**src/rtl/keypad_scan.sv**
```systemverilog
// 4x4 matrix keypad scanner: walks a low column across the keypad, debounces every key and
// queues press codes in a 4-entry FIFO that the CPU reads and pops over the word bus.
module keypad_scan #(
  parameter int unsigned SCAN_DIV       = 65536,
  parameter int unsigned DEBOUNCE_SCANS = 4
) (
  input  logic        clk,
  input  logic        rst,
  input  logic [31:0] D,
  input  logic        A,
  input  logic [3:0]  be,
  input  logic        we,
  output logic [31:0] Dout,
  output logic [3:0]  col,
  input  logic [3:0]  row
);

  localparam int unsigned DivW    = (SCAN_DIV > 1) ? $clog2(SCAN_DIV) : 1;
  localparam logic [DivW-1:0] DivLast = DivW'(SCAN_DIV - 1);
  localparam logic [2:0]  DebN    = 3'(DEBOUNCE_SCANS);

  logic [3:0]      row_s1_q, row_s2_q;
  logic [DivW-1:0] div_q, div_d;
  logic [1:0]      col_idx_q, col_idx_d;
  logic [15:0]     st_q, st_d;
  logic [2:0]      cnt_q [16];
  logic [2:0]      cnt_d [16];
  logic [3:0]      pend_q, pend_d;
  logic [1:0]      pend_col_q, pend_col_d;
  logic [3:0]      fifo_q [4];
  logic [3:0]      fifo_d [4];
  logic [1:0]      rd_q, rd_d, wr_q, wr_d;
  logic [2:0]      count_q, count_d;
  logic            ovf_q, ovf_d;

  logic            push, push_ok, pop, pop_ok, ovf_clr;
  logic [3:0]      push_code, presses, key_idx, head;
  logic            raw_bit;
  logic            unused_bits;

  assign unused_bits = ^{D[31], D[29:0], be[2:1]};

  // Scan, debounce and pending-press drain.
  always_comb begin
    div_d      = div_q + 1'b1;
    col_idx_d  = col_idx_q;
    st_d       = st_q;
    cnt_d      = cnt_q;
    pend_d     = pend_q;
    pend_col_d = pend_col_q;
    push       = 1'b0;
    push_code  = 4'h0;
    presses    = 4'h0;
    key_idx    = 4'h0;
    raw_bit    = 1'b0;

    for (int r = 0; r < 4; r++) begin
      if (pend_q[r] && !push) begin
        push      = 1'b1;
        push_code = {2'(r), pend_col_q};
        pend_d[r] = 1'b0;
      end
    end

    if (div_q == DivLast) begin
      div_d     = '0;
      col_idx_d = col_idx_q + 2'd1;
      for (int r = 0; r < 4; r++) begin
        key_idx = {2'(r), col_idx_q};
        raw_bit = ~row_s2_q[r];
        if (raw_bit == st_q[key_idx]) begin
          cnt_d[key_idx] = 3'd0;
        end else if (cnt_q[key_idx] + 3'd1 == DebN) begin
          st_d[key_idx]  = raw_bit;
          cnt_d[key_idx] = 3'd0;
          presses[r]     = raw_bit;
        end else begin
          cnt_d[key_idx] = cnt_q[key_idx] + 3'd1;
        end
      end
      // The previous column's presses have always drained by now (SCAN_DIV >= 4).
      pend_d     = presses;
      pend_col_d = col_idx_q;
    end
  end

  // FIFO: a pop frees the slot first, so a full FIFO can accept a push in the same cycle.
  always_comb begin
    fifo_d  = fifo_q;
    rd_d    = rd_q;
    wr_d    = wr_q;
    ovf_d   = ovf_q;
    pop     = we && !A && be[0];
    pop_ok  = pop && (count_q != 3'd0);
    ovf_clr = we && !A && be[3] && D[30];
    push_ok = push && ((count_q != 3'd4) || pop_ok);

    if (ovf_clr) ovf_d = 1'b0;
    if (pop_ok) rd_d = rd_q + 2'd1;
    if (push && !push_ok) ovf_d = 1'b1;
    if (push_ok) begin
      fifo_d[wr_q] = push_code;
      wr_d         = wr_q + 2'd1;
    end
    count_d = count_q + {2'b00, push_ok} - {2'b00, pop_ok};
  end

  always_comb begin
    head = (count_q != 3'd0) ? fifo_q[rd_q] : 4'h0;
    col  = ~(4'b0001 << col_idx_q);
    if (!A) Dout = {count_q != 3'd0, ovf_q, 19'b0, count_q, 4'b0, head};
    else    Dout = {16'b0, st_q};
  end

  always_ff @(posedge clk) begin
    if (rst) begin
      row_s1_q   <= 4'hF;
      row_s2_q   <= 4'hF;
      div_q      <= '0;
      col_idx_q  <= 2'd0;
      st_q       <= 16'h0;
      pend_q     <= 4'h0;
      pend_col_q <= 2'd0;
      rd_q       <= 2'd0;
      wr_q       <= 2'd0;
      count_q    <= 3'd0;
      ovf_q      <= 1'b0;
      for (int i = 0; i < 16; i++) cnt_q[i] <= 3'd0;
      for (int i = 0; i < 4; i++) fifo_q[i] <= 4'h0;
    end else begin
      row_s1_q   <= row;
      row_s2_q   <= row_s1_q;
      div_q      <= div_d;
      col_idx_q  <= col_idx_d;
      st_q       <= st_d;
      pend_q     <= pend_d;
      pend_col_q <= pend_col_d;
      rd_q       <= rd_d;
      wr_q       <= wr_d;
      count_q    <= count_d;
      ovf_q      <= ovf_d;
      cnt_q      <= cnt_d;
      fifo_q     <= fifo_d;
    end
  end

endmodule

```
**config.mk**
```make
export PLATFORM = sky130hd
export DESIGN_NAME = keypad_scan
export DESIGN_NICKNAME = d
export VERILOG_FILES = /design/src/rtl/keypad_scan.sv
export SDC_FILE = /design/constraint.sdc
export NUM_CORES = 1
export LEC_CHECK = 0
export BUFFER_PORTS_ARGS = -buffer_cell sky130_fd_sc_hd__buf_2
export CAP_MARGIN = 20
export CORE_MARGIN = 1.5
export CORE_UTILIZATION = 53
export DETAILED_ROUTE_END_ITERATION = 10
export GPL_TIMING_DRIVEN = 0
export PLACE_DENSITY = 0.74
export SLEW_MARGIN = 10
export SYNTH_ARGS = -nofsm -noshare
export SYNTH_HDL_FRONTEND = slang
export SYNTH_SLANG_ARGS = --single-unit
```
**constraint.sdc**
```tcl
create_clock -name clk -period 5.3 [get_ports clk]
set_input_delay 0.53 -clock clk [delete_from_list [all_inputs] [get_ports clk]]
set_output_delay 0.53 -clock clk [all_outputs]
set_load 0.01 [all_outputs]
```
Word-level counts from Yosys, hierarchy flattened
Index checks and enable logic that the tools add are counted.
{"block": "totals", "reg_bits": 120, "input_bits": 44, "out_inout_bits": 36, "word_cells": 223}
{"block": "op_classes", "add_sub_neg": 10, "order_cmp": 19, "eq_ne": 10, "shift": 1, "muxes": 96, "n_bitwise": 21, "reduce_logical": 32}
{"op": "2-to-1 mux 48 bit", "count": 11}
{"op": "bitwise AND 48 bit", "count": 4}
{"op": "bitwise mux 48 bit", "count": 4}
{"op": "NOT 48 bit", "count": 4}
{"op": "2-to-1 mux 16 bit", "count": 11}
{"op": "bitwise mux 16 bit", "count": 5}
{"op": "binary-select mux 3 bit (select 4 bit)", "count": 4}
{"op": "demux 3 bit (select 4 bit)", "count": 4}
{"op": "2-to-1 mux 3 bit", "count": 12}
{"op": "2-to-1 mux 32 bit", "count": 1}
{"op": "2-to-1 mux 4 bit", "count": 8}
{"op": "2-to-1 mux 1 bit", "count": 25}
{"op": ">= comparator 5 bit, second input constant", "count": 4}
{"op": "less-than comparator 5 x 1 -> 1 bit, second input constant", "count": 4}
{"op": "logical AND 1 bit", "count": 19}
{"op": "adder 16 x 1 -> 16 bit, second input constant", "count": 1}
{"op": "== test 16 bit, second input constant", "count": 1}
{"op": "adder 3 x 1 -> 3 bit, second input constant", "count": 4}
{"op": "== test 3 bit, second input constant", "count": 4}
{"op": "less-than comparator 4 x 5 -> 1 bit, second input constant", "count": 2}
{"op": "NOT 4 -> 5 bit", "count": 2}
{"op": "binary-select mux 1 bit (select 2 bit)", "count": 4}
{"op": "binary-select mux 4 bit (select 2 bit)", "count": 1}
{"op": "demux 1 bit (select 2 bit)", "count": 4}
{"op": "other kinds (26)", "count": 46}

Depth between registers and ports, before layout
{"block": "depth", "word_depth": 21, "mapped_depth": 12, "depth_no_buf": 11}

Worst setup path before layout
OpenSTA, ideal clock, no wires.
{"block": "synth_timing", "path_kind": "in2reg", "startpoint": "input port A", "endpoint": "register count_q[2]", "setup_ps": 128, "arrival_time_ps": 2603, "required_ps": 5172, "path_slack_ps": 2570, "path_stages": 12, "path_buffers": 1, "cell_sequence": "nand3b_1 > a31oi_1 > clkbuf_1 > inv_1 > ha_1 > inv_1 > ha_1 > inv_1 > fa_1 > xor2_1 > xnor2_1 > nor2_1"}
{"block": "synth_between", "elab_chain_len": 8}
{"element": "start, declared", "line": "10", "rtl": "input logic A,"}
{"element": "logical NOT 1 bit (*)"}
{"element": "logical AND 1 bit (*) (2 in series)", "line": "93", "rtl": "pop = we && !A && be[0];"}
{"element": "logical AND 1 bit (*)", "line": "94", "rtl": "pop_ok = pop && (count_q != 3'd0);"}
{"element": "logical OR 1 bit", "line": "96", "rtl": "push_ok = push && ((count_q != 3'd4) || pop_ok);"}
{"element": "logical AND 1 bit", "line": "96"}
{"element": "adder 3 x 1 -> 3 bit", "line": "105", "rtl": "count_d = count_q + {2'b00, push_ok} - {2'b00, pop_ok};"}
{"element": "subtractor 3 x 1 -> 3 bit (*)", "line": "105"}
{"element": "end signal, assigned", "line": "140", "rtl": "count_q <= count_d;"}
{"element": "end, declared", "line": "33", "rtl": "logic [2:0] count_q, count_d;"}
Every way passes the cells marked *; elsewhere a longest branch is shown, timed or not.
A chain may end at the register's enable or synchronous reset.

Worst setup path after layout
{"block": "layout_timing", "startpoint": "register col_idx_q[1]", "endpoint": "register cnt_q[12] (netlist bit)"}
{"block": "layout_between", "elab_chain_len": 21, "elab_cells_between_ends": 79, "classes_between": "add/sub: 4; order compare: 8; eq/ne: 8; mux: 43; bitwise: 12; reduce/logical: 4"}
{"element": "start, declared", "line": "24", "rtl": "logic [1:0] col_idx_q, col_idx_d;"}
{"element": "start signal, assigned", "line": "134", "rtl": "col_idx_q <= col_idx_d;"}
{"element": "parallel branches: the longest is 20 deep, another holds adder 3 x 1 -> 3 bit"}
{"element": "2-to-1 mux 48 bit (*)", "line": "71", "rtl": "if (raw_bit == st_q[key_idx]) begin"}
{"element": "end signal, assigned", "line": "142", "rtl": "cnt_q <= cnt_d;"}
{"element": "end, declared", "line": "26", "rtl": "logic [2:0] cnt_q [16];"}
Every way passes the cells marked *. The select of a mux whose other input is x is not followed.

==> summary.txt <==
Critical-path maximum fanout - 10
Final Setup Violations - 0
Dpl cell area - 6236 um^2
Initial Utilization - 54.22%
Crit Path Class - register to register
H-tree Lvls - 4
DR WL/cell - 16.94 um
Share of post-route cells with drive strength above 1 - 20.03%
Hpwl dp - 9876 um
Element type at the critical path start - register
Max Cap Violations - 0
Outcome - finished, final reports clean
Worst-Skew Late Latency - 0.52 ns
Design Power - 2177 uW
Worst hold path stage count - 2
Layout area overhead - 16.57%
Hold Crit Endpoint - row_s1_q[0]$_SDFF_PP1_
Reg2reg setup slack - 1.88 ns
Setup crit start - col_idx_q[1]$_SDFFE_PP0P_
R2R Path Start - col_idx_q[1]$_SDFFE_PP0P_
Vias in the first global route - 4706
Ys flop type - dfxtp_1
Register area share after synthesis - 41.05%
DR vias/cell - 5.708
Post-Syn Instances - 623
Total GRT Usage - 25.98%
# hold bufs at CTS - 0
CTS tree - done
Drt total wl - 14220 um
DRT Pass-1 Iters - 4
Vias - 4789
Asr flop ratio synth - 0%
Die area - 11680 um^2
Antenna-violating nets left - 0
Synthesized cell area - 5852 um^2
Dpl ws - 1.947 ns
Final net count - 751
Setup_tns - 0 ns
Hold Startpoint - row[0]
Max_slew headroom - 50.35%
First-pass GRT wire length - 23290 um
Placer Congestion - 0.8417
YS warnings - 0
CTS Buf Count - 17
Post-synth EDFFs - 0
Min Tclk post-route - 3.424 ns
Fin. Hold Viols - 0
Worst Skew - 0.009071 ns
Reg2reg path depth - 9
Congestion Overflow GR - 0
Largest net degree at the start of global routing - 17
RSZ-0062 raised after global routing - false
Crit share post-route - 64.60%
IO buf count - 32
Fin. max-slew vios - 0
Die Span Y - 108.1 um
Post-CTS Setup Inserts - 0
Yosys cell types - 44
Final setup margin - 1.876 ns
Fmax - 0.2921 GHz
Core Area - 10790 um^2
Min-Delay Path Class - input port to register
Average cell area after synthesis - 9.393 um^2
CTS clock-pin slew for the worst setup and hold paths - 0.06 ns
Number of DRC markers in iteration 0 - 349
DIE WIDTH - 108.1 um
Leak Pwr - 0.002583 uW
Top-Level Pins - 80
Antenna violations before repair - 0
VDD IR max - 255.8 uV
FF+latch count, synth - 120
Final Cell Area - 6822 um^2
R2R Path End - cnt_q[12]$_SDFFE_PP0P_
Crit path capture type - register
CP required - 5.74 ns
CTS Sinks - 120
Clock Path Buffers - 2
Arr. time, crit path - 3.86 ns
# DRC - 0
Root buffer cell - clkbuf_8
Power Dens Cells - 319.1 nW/um^2
# diodes - 0
Measured slew at the worst slew-check pin - 0.7447 ns
Site row count - 38
CTS resizes - 0
-- final cells by class --
type | instances | area, um^2
buffer | 50 | 266.5
clock buffer | 22 | 462.9
clock inverter | 9 | 122.6
fill | 871 | 3971
inverter | 20 | 75.07
multi-input combinational | 446 | 3157
sequential | 120 | 2402
tap | 140 | 175.2
timing repair buffer | 32 | 160.2
-- sequential cells by signal, indices dropped and copies added (netlist names) --
| name | flops |
|---|---|
| pend_q | 4 |
| st_q | 16 |
| wr_q | 2 |
| ovf_q | 1 |
| row_s1_q | 4 |
| fifo_q | 16 |
| cnt_q | 48 |
| col_idx_q | 2 |
| div_q | 16 |
| pend_col_q | 2 |
| rd_q | 2 |
| count_q | 3 |
| row_s2_q | 4 |
-- worst max-delay path: stages, from the launching register on --
cell and delay, ns:
dfxtp_1 0.46, buf_2 0.37, buf_1 0.62, mux4_2 0.44, ha_1 0.23, inv_1 0.10
xnor2_1 0.13, o22ai_1 0.21, or4b_1 0.58, o21ai_0 0.21
-- report_power, final --
part	switching [uW]	internal, uW	leakage (uW)	total, uW
logic	57.0	50.6	0.00132	108
clock network	394	746	0.000290	1140
registers	12.0	917	0.000970	929
total	463	1710	0.00258	2180
-- cells in the final DEF, fill, tap and decap left out, types with 28 or more instances in the layout --
| master | n |
|---|---|
| nand2_1 | 46 |
| buf_2 | 36 |
| nand3_1 | 37 |
| nand3b_1 | 49 |
| nor2_1 | 44 |
| clkbuf_1 | 28 |
| o21ai_0 | 50 |
| dfxtp_1 | 120 |
| a21oi_1 | 39 |
-- synth_stat cells (all sizes together) (9+ instances only) --
| master | number | area share [%] |
|---|---|---|
| nand3b | 49 | 6.3 |
| inv | 20 | 1.3 |
| clkbuf | 26 | 1.7 |
| nand3 | 37 | 3.2 |
| a21oi | 39 | 3.3 |
| nand2 | 46 | 3.0 |
| mux2i | 14 | 2.4 |
| mux4 | 20 | 7.7 |
| ha | 19 | 4.1 |
| or3 | 9 | 0.96 |
| dfxtp | 120 | 41 |
| xnor2 | 18 | 2.8 |
| and2 | 9 | 0.96 |
| buf | 23 | 2.7 |
| or2 | 13 | 1.4 |
| o21ai | 50 | 4.3 |
| nor2 | 44 | 2.8 |
| a21bo | 12 | 2.1 |
-- per-stage QoR --
stage,instances,util (%),hold WS [ns]
floorplan,636,-,0.3895
global placement,808,57.78,0.3909
detailed placement,808,57.78,0.3985
CTS,839,63.20,0.1739
global route,839,63.20,0.1790
finish,839,63.20,0.1860
-- how the worst max path moves through the flow --
stage          slack, ns                      to  cells after the start
3_5_place_dp        1.95  cnt_q[12]$_SDFFE_PP0P_                      9
6_report            1.88  cnt_q[12]$_SDFFE_PP0P_                      9
5_1_grt             1.72  cnt_q[12]$_SDFFE_PP0P_                      9
4_1_cts             1.92  cnt_q[12]$_SDFFE_PP0P_                      9
2_1_floorplan       2.57   count_q[2]$_SDFF_PP0_                     12
3_3_place_gp        2.03  cnt_q[15]$_SDFFE_PP0P_                      9
-- cell families (layout without fill, tap and decap cells) --
| kind of cell | after synthesis | after routing | synth area share, % |
|---|---|---|---|
| AOI/OAI and AO/OA | 109 | 109 | 10.76 |
| xor gates and xnor gates | 25 | 25 | 3.870 |
| adders and majority gates | 20 | 20 | 4.405 |
| buffers and inverters | 70 | 133 | 5.837 |
| DFF | 120 | 120 | 41.05 |
| muxes | 41 | 41 | 11.44 |
| other | 1 | 14 | 0.06408 |
| and+or+nand+nor | 237 | 237 | 22.58 |
-- layer usage --
| layer | GRT usage [%] | vias to the layer above | share of wire, % |
|---|---|---|---|
| li1 | - | 2291 | - |
| met1 | 32.61 | 2325 | 44 |
| met2 | 44.17 | 143 | 49 |
| met3 | 5.847 | 30 | 5.3 |
| met4 | 8.647 | 0 | 1.7 |
| met5 | 0 | - | 0 |
(Power assumes the default switching activity.)
